==> src/rtl/usb_clk_pkg.sv <==
// Shared definitions for the USB PLL reset sequencer: FSM state encoding
// and the default timing constants for a 24 MHz reference clock.
package usb_clk_pkg;

  // Debug-visible state encoding; the numeric values appear on the state port.
  typedef enum logic [2:0] {
    ST_RST       = 3'd0,
    ST_WAIT_LOCK = 3'd1,
    ST_STABLE    = 3'd2,
    ST_RUN       = 3'd3,
    ST_FAIL      = 3'd4
  } state_e;

  localparam int DEF_PLL_RST_CYC      = 24;     // 1 us PLL reset pulse
  localparam int DEF_LOCK_STABLE_CYC  = 2400;   // 100 us of continuous lock
  localparam int DEF_LOCK_TIMEOUT_CYC = 24000;  // 1 ms lock wait per attempt
  localparam int DEF_MAX_RETRY        = 3;      // attempts before giving up

  // Largest of three counts, used to size the shared cycle counter.
  function automatic int max3(input int a, input int b, input int c);
    int m;
    m = (a > b) ? a : b;
    return (m > c) ? m : c;
  endfunction

endpackage

==> src/rtl/sync2.sv <==
// Two-flop synchronizer for a single asynchronous level, cleared to 0 by reset.
module sync2 (
  input  logic clk,
  input  logic rst_n,
  input  logic d,
  output logic q
);

  logic meta_q;
  logic sync_q;

  // Shift the asynchronous input through two flops to resolve metastability.
  always_ff @(posedge clk or negedge rst_n) begin
    if (!rst_n) begin
      meta_q <= 1'b0;
      sync_q <= 1'b0;
    end else begin
      // NOTE: non-blocking assignments let each flop sample the other's old value; blocking would collapse the chain into one flop.
      meta_q <= d;
      sync_q <= meta_q;
    end
  end

  assign q = sync_q;

endmodule

==> src/rtl/usb_pll_rst_seq.sv <==
// PLL reset sequencer: pulses PLL reset, waits for a stable lock, then
// releases the USB-domain reset. Retries on lock timeout, gives up after
// MAX_RETRY attempts, and re-sequences on any loss of lock while running.
module usb_pll_rst_seq
  import usb_clk_pkg::*;
#(
  parameter int PLL_RST_CYC      = DEF_PLL_RST_CYC,
  parameter int LOCK_STABLE_CYC  = DEF_LOCK_STABLE_CYC,
  parameter int LOCK_TIMEOUT_CYC = DEF_LOCK_TIMEOUT_CYC,
  parameter int MAX_RETRY        = DEF_MAX_RETRY
) (
  input  logic                             clk,
  input  logic                             rst_n,
  input  logic                             pll_lock,
  input  logic                             restart,
  output logic                             pll_reset,
  output logic                             usb_rst_n,
  output logic                             ready,
  output logic                             fail,
  output logic [$clog2(MAX_RETRY+1)-1:0]   retry_cnt,
  output logic [7:0]                       lol_cnt,
  output logic [2:0]                       state
);

  localparam int RW      = $clog2(MAX_RETRY + 1);
  localparam int CNT_MAX = max3(PLL_RST_CYC, LOCK_STABLE_CYC, LOCK_TIMEOUT_CYC);
  localparam int CW      = $clog2(CNT_MAX + 1);

  // Counter values on the last cycle of each timed phase.
  localparam logic [CW-1:0] RST_LAST     = CW'(PLL_RST_CYC - 1);
  localparam logic [CW-1:0] STABLE_LAST  = CW'(LOCK_STABLE_CYC - 1);
  localparam logic [CW-1:0] TIMEOUT_LAST = CW'(LOCK_TIMEOUT_CYC - 1);
  localparam logic [RW-1:0] RETRY_LIM    = RW'(MAX_RETRY);

  logic lock_s;

  state_e          state_q, state_d;
  logic [CW-1:0]   cnt_q, cnt_d;
  logic [RW-1:0]   retry_q, retry_d;
  logic [7:0]      lol_q, lol_d;
  logic            pll_reset_q, pll_reset_d;
  logic            usb_rst_n_q, usb_rst_n_d;
  logic            ready_q, ready_d;
  logic            fail_q, fail_d;

  sync2 u_lock_sync (
    .clk   (clk),
    .rst_n (rst_n),
    .d     (pll_lock),
    .q     (lock_s)
  );

  // Next-state, counter and output decode; outputs follow the next state so
  // they register on the same edge as the state change.
  always_comb begin
    // NOTE: every signal gets a default first so no path leaves one unassigned, which would infer a latch.
    state_d = state_q;
    cnt_d   = cnt_q + CW'(1);
    retry_d = retry_q;
    lol_d   = lol_q;

    unique case (state_q)
      ST_RST: begin
        if (cnt_q == RST_LAST) state_d = ST_WAIT_LOCK;
      end
      ST_WAIT_LOCK: begin
        if (lock_s) begin
          state_d = ST_STABLE;
        end else if (cnt_q == TIMEOUT_LAST) begin
          // NOTE: blocking assignments in combinational logic, so retry_d below reads the value just computed.
          retry_d = retry_q + RW'(1);
          state_d = (retry_d == RETRY_LIM) ? ST_FAIL : ST_RST;
        end
      end
      ST_STABLE: begin
        if (!lock_s) begin
          state_d = ST_WAIT_LOCK;
        end else if (cnt_q == STABLE_LAST) begin
          state_d = ST_RUN;
        end
      end
      ST_RUN: begin
        cnt_d = cnt_q;
        if (!lock_s) begin
          state_d = ST_RST;
          if (lol_q != 8'hFF) lol_d = lol_q + 8'd1;
        end
      end
      ST_FAIL: begin
        cnt_d = cnt_q;
      end
      default: begin
        state_d = ST_RST;
      end
    endcase

    // A restart overrides every transition above, including a loss-of-lock count.
    if (restart) begin
      state_d = ST_RST;
      retry_d = '0;
      lol_d   = lol_q;
    end

    // A successful lock ends the current sequence's retry history.
    if (state_d == ST_RUN) retry_d = '0;

    // Every state entry (a restart re-enters RST) starts its phase count afresh.
    if (restart || (state_d != state_q)) cnt_d = '0;

    pll_reset_d = (state_d == ST_RST) || (state_d == ST_FAIL);
    usb_rst_n_d = (state_d == ST_RUN);
    ready_d     = (state_d == ST_RUN);
    fail_d      = (state_d == ST_FAIL);
  end

  // State, counters and registered outputs.
  always_ff @(posedge clk or negedge rst_n) begin
    if (!rst_n) begin
      state_q     <= ST_RST;
      cnt_q       <= '0;
      retry_q     <= '0;
      lol_q       <= '0;
      pll_reset_q <= 1'b1;
      usb_rst_n_q <= 1'b0;
      ready_q     <= 1'b0;
      fail_q      <= 1'b0;
    end else begin
      state_q     <= state_d;
      cnt_q       <= cnt_d;
      retry_q     <= retry_d;
      lol_q       <= lol_d;
      pll_reset_q <= pll_reset_d;
      usb_rst_n_q <= usb_rst_n_d;
      ready_q     <= ready_d;
      fail_q      <= fail_d;
    end
  end

  assign pll_reset = pll_reset_q;
  assign usb_rst_n = usb_rst_n_q;
  assign ready     = ready_q;
  assign fail      = fail_q;
  assign retry_cnt = retry_q;
  assign lol_cnt   = lol_q;
  assign state     = state_q;

endmodule

==> config.mk <==
export PLATFORM = sky130hd
export DESIGN_NAME = usb_pll_rst_seq
export DESIGN_NICKNAME = d
export VERILOG_FILES = /design/src/rtl/usb_clk_pkg.sv /design/src/rtl/sync2.sv /design/src/rtl/usb_pll_rst_seq.sv
export SDC_FILE = /design/constraint.sdc
export NUM_CORES = 1
export LEC_CHECK = 0
export BUFFER_PORTS_ARGS = -buffer_cell sky130_fd_sc_hd__buf_2
export CAP_MARGIN = 40
export CELL_PAD_IN_SITES_DETAIL_PLACEMENT = 0
export CELL_PAD_IN_SITES_GLOBAL_PLACEMENT = 2
export CORE_MARGIN = 3
export CORE_UTILIZATION = 31
export CTS_CLUSTER_DIAMETER = 50
export DETAILED_ROUTE_END_ITERATION = 7
export GPL_TIMING_DRIVEN = 0
export PLACE_DENSITY = 0.81
export SYNTH_ARGS = -nofsm -noshare
export SYNTH_HDL_FRONTEND = slang
export SYNTH_SLANG_ARGS = --single-unit
==> constraint.sdc <==
create_clock -name clk -period 2.1 [get_ports clk]
set_input_delay 0.42 -clock clk [delete_from_list [all_inputs] [get_ports clk]]
set_output_delay 0.42 -clock clk [all_outputs]
set_load 0.1 [all_outputs]
==> summary.md <==
| Metric | Value |
|---|---|
| XOR/XNOR share of the synthesized area | `0.115` |
| Setup crit end kind | `flop` |
| Num CTS Buffers | `5` |
| Post-route setup slack | `-0.164 ns` |
| Hold Crit Class | `primary input to async pin` |
| Clock slew at reported path FFs | `0.07 ns` |
| TritonCTS Sinks | `33` |
| CP arrival | `2.42 ns` |
| Simple-gate portion of the synthesized area | `0.266` |
| Fin. max-slew vios | `0` |
| Post-Layout Cell Count | `267` |
| Cells after synthesis | `165` |
| Syn Nets | `172` |
| Die area | `6320 um^2` |
| Final worst path period need | `2.26 ns` |
| Library cells used by synthesis | `39` |
| Switch Pwr | `0.268 mW` |
| I/O pins | `21` |
| Reg area | `833 um^2` |
| Switch share | `0.231` |
| Clk_lat worst skew | `0.28 ns` |
| DR WL/cell | `13.9 um` |
| Fmax | `0.442 GHz` |
| Clk pwr share | `0.389` |
| Starting DRT DRC Count | `50` |
| DRT antenna net count | `0` |
| Post-synth top cells | `dfrtp_1, nor2_1, xor2_1` |
| First-pass GRT wire length | `6.58 mm` |
| Critical Path RT | `2.25 ns` |
| HPWL after DPL | `2.49 mm` |
| Internal power | `0.892 mW` |
| Ys Warns | `0` |
| Residual DRC | `0` |
| N_diodes | `0` |
| Slew headroom | `0.504` |
| Syn avg cell area | `10.1 um^2` |
| Post-Synth Adder-Cell Area | `0.0224` |
| Flop pwr share | `0.563` |
| Root Driver | `clkbuf_8` |
| Router iterations before antenna repair | `2` |
| CP startpoint kind | `flop` |
| Cell Area, Synth | `1670 um^2` |
| Setup TNS | `-2.01 ns` |
| Grt ovf | `0` |
| Status | `finished, violations left` |
| Gpl congestion | `0.723` |
| H-Tree Depth | `2` |
| Vias in the first global route | `1,327` |
| Ys async rst share | `1.00` |
| Pwr Density | `562 nW/um^2` |
| Ys flop type | `dfrtp_1` |
| Worst R2R End | `retry_cnt[1]` |
| Synth area leader | `dfrtp_1` |
| Sequential area share after synthesis | `0.494` |
| Worst slack, placed | `-0.219 ns` |
| Via-per-instance ratio | `4.90` |
| Via count | `1,309` |
| Reg2reg path depth | `5` |
| Hold_buf cts | `0` |
| Fill count | `534` |
| Routed WL | `3.72 mm` |
| Core ar. | `5170 um^2` |
| Layout Nets | `203` |
| Area delta synth->final | `23.4%` |
| Final setup fails | `16` |
| Max rail drop VDD | `0.000307 V` |
| Most frequent cell after synthesis | `dfrtp_1` |
| Synth top area cells | `dfrtp_1, xor2_1, nor2_1` |
| Final Hold Viols | `0` |
| Placed Instances | `254` |
| P_leak | `0.962 nW` |
| Final Core Density | `0.399` |
| Register-to-register setup slack | `-0.16 ns` |
| Area of the multi-input gates | `873 um^2` |
| Combinational group share of total power | `0.048` |
| Share of layout cells above drive strength 1 | `0.310` |
| Largest family of logic cells by synthesized area | `simple AND/OR/NAND/NOR gates` |
| R2R Path Start | `cnt_q[9]` |
| Antenna violations before repair | `0` |
| Total GRT Usage | `0.134` |
| Compound-Gate Fraction of Synth Area | `0.0605` |
| Die Span X | `79.5 um` |
| Failing checks | `negative setup slack` |
| Yosys top cell area share | `0.478` |
| Least-Margin Pin Slew | `0.745 ns` |
| Setup Skew | `0.00894 ns` |
| IO Port Bufs | `19` |
| Clk buf depth | `2` |
| Critical path peak fanout | `3` |
| Multiplexer share of the synthesized area | `0.0127` |
| Kind of critical path | `flop to flop` |
| Max_cap viols | `0` |
| CTS tree | `built` |
| Post-synth EDFFs | `0` |
| Largest net degree at the start of global routing | `34` |
| Starting Density | `0.324` |
| Period Utilization, post-route | `1.08` |
| RSZ-0062 raised after global routing | `yes` |
| Flops & latches, synth | `33` |
| Cell row count | `26` |
| Die height | `79.5 um` |
| Worst hold slack | `0.200 ns` |
## layout by cell type, fill, tap and decap left out, types with 2 or more instances in the layout
cell       n
clkinv_2   2
xor2_1    14
a21oi_1    2
and3_1     7
nor2_1    16
clkbuf_8   5
buf_4      5
nand3_1    9
buf_6      2
nor3_1     3
inv_1      5
nor2_2     8
or4_4      2
ha_1       2
dfrtp_1   27
clkbuf_1   5
nand2_1   11
buf_2     19
nand4_1   10
o21ai_0    4
dfrtp_2    5
and4_1     2
xnor2_1    8
## cell type report
class	count	share of cell area
Buffer	6	0.0164
Inverter	5	0.00909
Clock inverter	2	0.00485
Clock buffer	6	0.0351
Tap cell	70	0.0424
Timing Repair Buffer	24	0.0660
Multi-Input combinational cell	121	0.423
Sequential cell	33	0.403
## layer usage
| metal | track usage | part of all wire | up-vias |
|---|---|---|---|
| met1 | 0.190 | 0.50 | 635 |
| li1 | - | - | 642 |
| met2 | 0.189 | 0.44 | 22 |
| met4 | 0.0550 | 0.021 | 0 |
| met3 | 0.0361 | 0.038 | 10 |
| met5 | 0 | 0 | - |
## cell families (layout without fill, tap and decap cells)
family | after synthesis | in the layout
fa+ha+maj | 3 | 3
mux | 2 | 2
compound gates | 14 | 14
xor+xnor | 22 | 22
flops | 33 | 33
simple gates | 80 | 80
buf+inv | 11 | 43
## power groups by stage
stage               logic, mW  clock network (mW)  registers [mW]
global placement       0.0488                   0           0.664
floorplan              0.0273                   0           0.661
global route           0.0642               0.510           0.654
finish                 0.0560               0.452           0.653
CTS                    0.0553               0.479           0.652
detailed placement     0.0491                   0           0.663
## worst max-delay path, stage by stage, from the launching register on
cell	delay [ns]
dfrtp_1	0.38
or4b_1	0.52
or4_4	0.54
nor4b_4	0.41
mux2i_1	0.22
nor3_1	0.06
## flip-flops by register name, summed over array words and instances, names as in the netlist
name                flops
pll_reset               1
ready                   1
fail                    1
lol_cnt                 8
retry_cnt               2
cnt_q                  15
state                   3
u_lock_sync.meta_q      1
u_lock_sync.q           1
## per-stage QoR
stage               cell area (um^2)  total power [mW]
floorplan                       1710             0.688
global placement                1900             0.712
detailed placement              1900             0.713
CTS                             2030              1.19
finish                          2070              1.16
global route                    2070              1.23
## timing repair
item                       4_1_cts  5_1_grt
cloned                           1        0
pin swaps                       17        5
gates resized for setup          5       11
setup buffers                    4        0
setup endpoints to repair       17       19
## worst max-delay path by stage
stage / start / to / slack (ns) / cells past startpoint
2_1_floorplan: state[2] / cnt_q[6] / -0.03 / 7
3_3_place_gp: cnt_q[7] / cnt_q[1] / -0.20 / 6
3_5_place_dp: cnt_q[7] / cnt_q[1] / -0.22 / 6
4_1_cts: cnt_q[13] / retry_cnt[1] / -0.21 / 5
5_1_grt: cnt_q[9] / retry_cnt[1] / -0.23 / 5
6_report: cnt_q[9] / retry_cnt[1] / -0.16 / 5
Note: power is estimated with default switching activity, not from simulation.
